<file path="src/rtl/push_reg_bank.sv">
// rtl/push_reg_bank.sv - framed byte-stream writer for a bank of output registers
//
// Parses frames {header 0xA<ch>, payload P0..P(NBYTES-1) little-endian, XOR checksum}
// arriving one byte per push strobe and writes the payload into register <ch>.
//
// Ports:
//   clock_i   system clock, all state changes on the rising edge
//   resetn_i  asynchronous active-low reset
//   data_i    received byte, valid while push_i is high
//   push_i    one-cycle byte strobe
//   full_o    back-pressure, tied low (a byte is accepted every cycle)
//   regs_o    register c at bits [c*WIDTH +: WIDTH]
//   update_o  one-cycle strobe per channel, high the cycle after a write
//   errors_o  saturating count of rejected or timed-out frames
//   busy_o    high while a frame is being received
module push_reg_bank #(
    parameter int               CHANNELS    = 4,
    parameter int               WIDTH       = 8,
    parameter logic [WIDTH-1:0] RESET_VALUE = '0,
    parameter int               INVERT      = 0,
    parameter int               TIMEOUT     = 133000
) (
    input  logic                      clock_i,
    input  logic                      resetn_i,
    input  logic [7:0]                data_i,
    input  logic                      push_i,
    output logic                      full_o,
    output logic [CHANNELS*WIDTH-1:0] regs_o,
    output logic [CHANNELS-1:0]       update_o,
    output logic [7:0]                errors_o,
    output logic                      busy_o
);

    localparam int NBYTES = (WIDTH + 7) / 8;
    localparam int TW     = $clog2(TIMEOUT);

    localparam logic [1:0]       BCNT_LAST = 2'(NBYTES - 1);
    localparam logic [TW-1:0]    TCNT_LAST = TW'(TIMEOUT - 1);
    localparam logic [WIDTH-1:0] INV_MASK  = {WIDTH{1'(INVERT)}};

    typedef enum logic [1:0] {
        IDLE  = 2'd0,
        DATA  = 2'd1,
        CHECK = 2'd2
    } state_t;

    state_t                    state_q;
    logic [3:0]                chan_q;
    logic [WIDTH-1:0]          payload_q;
    logic [7:0]                csum_q;
    logic [1:0]                bcnt_q;
    logic [TW-1:0]             tcnt_q;
    logic [CHANNELS*WIDTH-1:0] regs_q;
    logic [CHANNELS-1:0]       update_q;
    logic                      err_pend_q;
    logic [7:0]                errors_q;

    logic                      chan_ok;
    logic [WIDTH-1:0]          store_val;
    logic                      timed_out;

    // Zero-extended to 5 bits so CHANNELS=16 compares correctly.
    assign chan_ok   = ({1'b0, chan_q} < 5'(CHANNELS));
    assign store_val = payload_q ^ INV_MASK;
    assign timed_out = (tcnt_q == TCNT_LAST);

    always_ff @(posedge clock_i or negedge resetn_i) begin
        if (!resetn_i) begin
            state_q    <= IDLE;
            chan_q     <= '0;
            payload_q  <= '0;
            csum_q     <= '0;
            bcnt_q     <= '0;
            tcnt_q     <= '0;
            regs_q     <= {CHANNELS{RESET_VALUE}};
            update_q   <= '0;
            err_pend_q <= 1'b0;
            errors_q   <= '0;
        end else begin
            update_q   <= '0;
            err_pend_q <= 1'b0;

            // Rejections are flagged on the deciding edge and counted one edge later.
            if (err_pend_q && errors_q != 8'hFF) begin
                errors_q <= errors_q + 8'd1;
            end

            case (state_q)
                IDLE: begin
                    tcnt_q <= '0;
                    if (push_i && data_i[7:4] == 4'hA) begin
                        chan_q    <= data_i[3:0];
                        payload_q <= '0;
                        csum_q    <= data_i;
                        bcnt_q    <= '0;
                        state_q   <= DATA;
                    end
                end

                DATA: begin
                    if (push_i) begin
                        // Bits beyond WIDTH fall off the shift; they still feed the checksum.
                        payload_q <= payload_q | (WIDTH'(data_i) << {bcnt_q, 3'b000});
                        csum_q    <= csum_q ^ data_i;
                        tcnt_q    <= '0;
                        if (bcnt_q == BCNT_LAST) begin
                            state_q <= CHECK;
                        end else begin
                            bcnt_q <= bcnt_q + 2'd1;
                        end
                    end else if (timed_out) begin
                        err_pend_q <= 1'b1;
                        state_q    <= IDLE;
                    end else begin
                        tcnt_q <= tcnt_q + TW'(1);
                    end
                end

                CHECK: begin
                    if (push_i) begin
                        tcnt_q  <= '0;
                        state_q <= IDLE;
                        if (data_i == csum_q && chan_ok) begin
                            for (int c = 0; c < CHANNELS; c++) begin
                                if (chan_q == 4'(c)) begin
                                    regs_q[c*WIDTH +: WIDTH] <= store_val;
                                    update_q[c]              <= 1'b1;
                                end
                            end
                        end else begin
                            err_pend_q <= 1'b1;
                        end
                    end else if (timed_out) begin
                        err_pend_q <= 1'b1;
                        state_q    <= IDLE;
                    end else begin
                        tcnt_q <= tcnt_q + TW'(1);
                    end
                end

                default: begin
                    state_q <= IDLE;
                end
            endcase
        end
    end

    assign full_o   = 1'b0;
    assign regs_o   = regs_q;
    assign update_o = update_q;
    assign errors_o = errors_q;
    assign busy_o   = (state_q != IDLE);

endmodule

</file>
<file path="config.mk">
export PLATFORM = sky130hd
export DESIGN_NAME = push_reg_bank
export DESIGN_NICKNAME = d
export VERILOG_FILES = /design/src/rtl/push_reg_bank.sv
export SDC_FILE = /design/constraint.sdc
export NUM_CORES = 1
export LEC_CHECK = 0
export ABC_AREA = 0
export CORE_MARGIN = 2
export CORE_UTILIZATION = 49
export DETAILED_ROUTE_END_ITERATION = 10
export HOLD_SLACK_MARGIN = 0.08
export PLACE_DENSITY = 0.81
export SLEW_MARGIN = 10
export SYNTH_ARGS = -nofsm -noshare
export SYNTH_HDL_FRONTEND = slang
export SYNTH_SLANG_ARGS = --single-unit
</file>
<file path="constraint.sdc">
create_clock -name clock_i -period 1.98 [get_ports clock_i]
set_input_delay 0.396 -clock clock_i [delete_from_list [all_inputs] [get_ports clock_i]]
set_output_delay 0.396 -clock clock_i [all_outputs]
set_load 0.02 [all_outputs]
</file>
==> flow_summary_export.csv <==
group,metric,value,unit
die,die_h,95.3,um
sta,rsz0062_at_grt,"true",
place,finalWeightedCongestion,0.832,
routing,totalWireLength,10300,um
grt,antenna_found_initial,0,
die,core,8130,sq um
pwr,total_power,4.98,mW
routing,drc,0,
sta,post-route-min-period,2.33,ns
setup_path,critPathMaxStageDelay,0.53,ns
sta,setup-tns-final,-9.40,ns
die,die_w,95.3,um
setup_path,crit_path_cell_trace,"or3b_4 > nor4_4 > nand3_2 > buf_6 > or4_4 > mux2_4",
clock_tree,clk_pin_slew_worst_paths,0.10,ns
sta,slew_headroom,65.6,%
grt,gr-usage-all-layers,23.6,%
die,io_pins,57,
sta,fmax,0.430,GHz
sta,fin_ws,-0.345,ns
synth,synth_fp_nets,369,
clock_tree,cts.sinks,87,
die,die_area,9080,sq um
clock_tree,clock-root-buffer,"clkbuf_8",
sta,finalMaxSlewViolations,0,
synth,async_flop_share,100,%
layout,area_growth,34.7,%
sta,finalSetupViolations,33,
routing,dr_total_vias,3144,
layout,mostFrequentLayoutCells,"dfrtp_1 (86), clkdlybuf4s50_1 (50), buf_4 (44)",
grt,grt_start_max_net_pins,42,
sta,hold_violations,0,
pwr,p_per_area,905,nW/um^2
grt,grt_pass1_vias,3111,
setup_path,crit_slowest_cell,"or4_4",
routing,via_per_inst,5.58,
synth,synth.ff_latch_count,87,
outcome,violations,"setup timing",
synth,netlist_instances,351,
pwr,p_leak,2.55,nW
die,initial_core_util,50.2,%
clock_tree,cts_buffer_depth,2,
place,pre_cts_ws,-0.846,ns
synth,avgSynthCellArea,11.6,sq um
sta,finalCritPeriodShare,117,%
synth,ys_warn_count,0,
sta,worst_slew_pin_slew,0.511,ns
setup_path,cp_max_fo,8,
place,io_buffers,55,
synth,synth_area_leaders,"dfrtp_1 (53%), mux2_4 (8.8%), xor2_1 (4.1%)",
setup_path,start_kind,"flip-flop",
synth,synth_top_area_share,53.3,%
sta,skew,0.0187,ns
setup_path,endpoint_kind,"flip-flop",
synth,ys_types,44,
routing,wire_per_inst,18.3,um
layout,fin_nets,471,
layout,postLayoutCoreUtil,67.7,%
layout,n_antenna_cell,0,
layout,final_common_cell,"dfrtp_1",
setup_path,arrival,2.58,ns
routing,drtAntennaViolNets,0,
synth,synth_area,4090,sq um
clock_tree,tritoncts,"done",
run,cap_viol_max_count,0,
synth,synth_edf_count,0,
clock_tree,numCtsBuffers,9,
outcome,status,"complete, but fails checks",
layout,drive_above_1_share,27.5,%
grt,overflow,0,
grt,grt_pass1_wl,16100,um
routing,drt_first_pass_iters,4,
synth,synth_top_area_cell,"dfrtp_1",
synth,seq_area_frac_synth,53.3,%
place,dp.final_hpwl,6740,um
routing,drtIter0Drc,175,
die,rows,33,
synth,synth_flop_cell,"dfrtp_1",
setup_path,path_class,"flip-flop to flip-flop",
hold_path,hold_path_class,"input port to flip-flop",
pwr,vdd_ir_drop_max,0.000500,V
setup_path,required,2.24,ns
clock_tree,h-tree-depth,3,
clock_tree,clock_latency,0.37,ns
## metrics by stage
stage                     cell area, sq um  instances  hold slack [ns]
after floorplan                       4120        351            0.100
after global placement                5080        545            0.390
after detailed placement              5080        545            0.397
after CTS                             5410        564            0.515
after global routing                  5500        563            0.500
final                                 5500        563            0.509
## state kept, by name, indices dropped and copies added, names as in the netlist
| signal | count |
|---|---|
| chan_q | 4 |
| regs_o | 32 |
| tcnt_q | 18 |
| state_q | 2 |
| payload_q | 8 |
| csum_q | 8 |
| err_pend_q | 1 |
| errors_o | 8 |
| update_o | 4 |
| bcnt_q | 2 |
## routing by layer
metal / up-vias / GRT usage (%) / part of all wire, % / wire length, um
met4: 0 / 8.94 / 1.6 / 170
met5: - / 0 / 0 / 0
li1: 1456 / - / - / -
met3: 19 / 4.03 / 5.3 / 542
met2: 112 / 39.7 / 51 / 5260
met1: 1557 / 30.5 / 42 / 4350
## Yosys cell counts, drive strengths merged (7+ instances only)
master,number
nor2,16
mux2,35
nand2,37
a21oi,9
a22o,8
inv,8
ha,7
or4,7
xor2,19
clkbuf,8
o21ai,20
nand3,18
dfrtp,87
nor4,8
## worst max-delay path: cells and delay by family (launching register included)
family                 cells  cell delay, ns
buffers and inverters      1            0.17
multiplexers               1            0.35
flip-flops                 1            0.39
AND/OR/NAND/NOR            4            1.32
## cells by family (layout without fill, tap and decap cells)
family                   count (synthesis)  after routing  share of synthesized area, %
AO/OA/AOI/OAI                           54             54                          8.58
multiplexers                            37             37                          12.3
other                                    1              1                        0.0918
flip-flops                              87             87                          53.3
AND/OR/NAND/NOR                        120            120                          15.7
buffers and inverters                   21            128                          2.66
adder cells (fa/ha/maj)                  7              7                          2.14
XOR/XNOR                                24             24                          5.15
## power breakdown
part / switching, mW / internal, mW
registers: 0.302 / 2.01
logic: 0.651 / 0.545
clock network: 0.702 / 0.768
total: 1.66 / 3.33
## path summary, 6_finish.rpt
kind / from / endpoint / slack (ns) / cells past startpoint
setup / recovery: chan_q[3]$_DFFE_PN0P_ / regs_o[9]$_DFFE_PN0P_ / -0.35 / 6
hold / removal: data_i[4] / payload_q[4]$_DFFE_PN0P_ / 0.51 / 3
setup reg to reg: chan_q[3]$_DFFE_PN0P_ / regs_o[9]$_DFFE_PN0P_ / -0.35 / 6
hold reg to reg: tcnt_q[16]$_DFFE_PN0P_ / tcnt_q[16]$_DFFE_PN0P_ / 0.51 / 1
max in group asynchronous: resetn_i / state_q[1]$_DFFE_PN0P_ / 0.84 / 3
min in group asynchronous: resetn_i / regs_o[8]$_DFFE_PN0P_ / 0.53 / 2
## layout make-up
class,instances,area (sq um)
Fill cell,562,2630
Sequential cell,87,2180
Multi-Input combinational cell,243,1980
Timing Repair Buffer,104,953
Clock buffer,10,138
Tap cell,105,131
Clock inverter,6,97.6
Inverter,8,30.0
## repair_timing
item                                    in CTS  in global routing
resized for setup                           19                 24
endpoints found under the setup margin      39                 45
hold endpoints to repair                    39                  0
hold buffers                                 1                  0
cloned                                       0                  0
pin swaps                                    8                  6
setup buffers                                2                  2
Note: power is estimated with default switching activity, not from simulation.
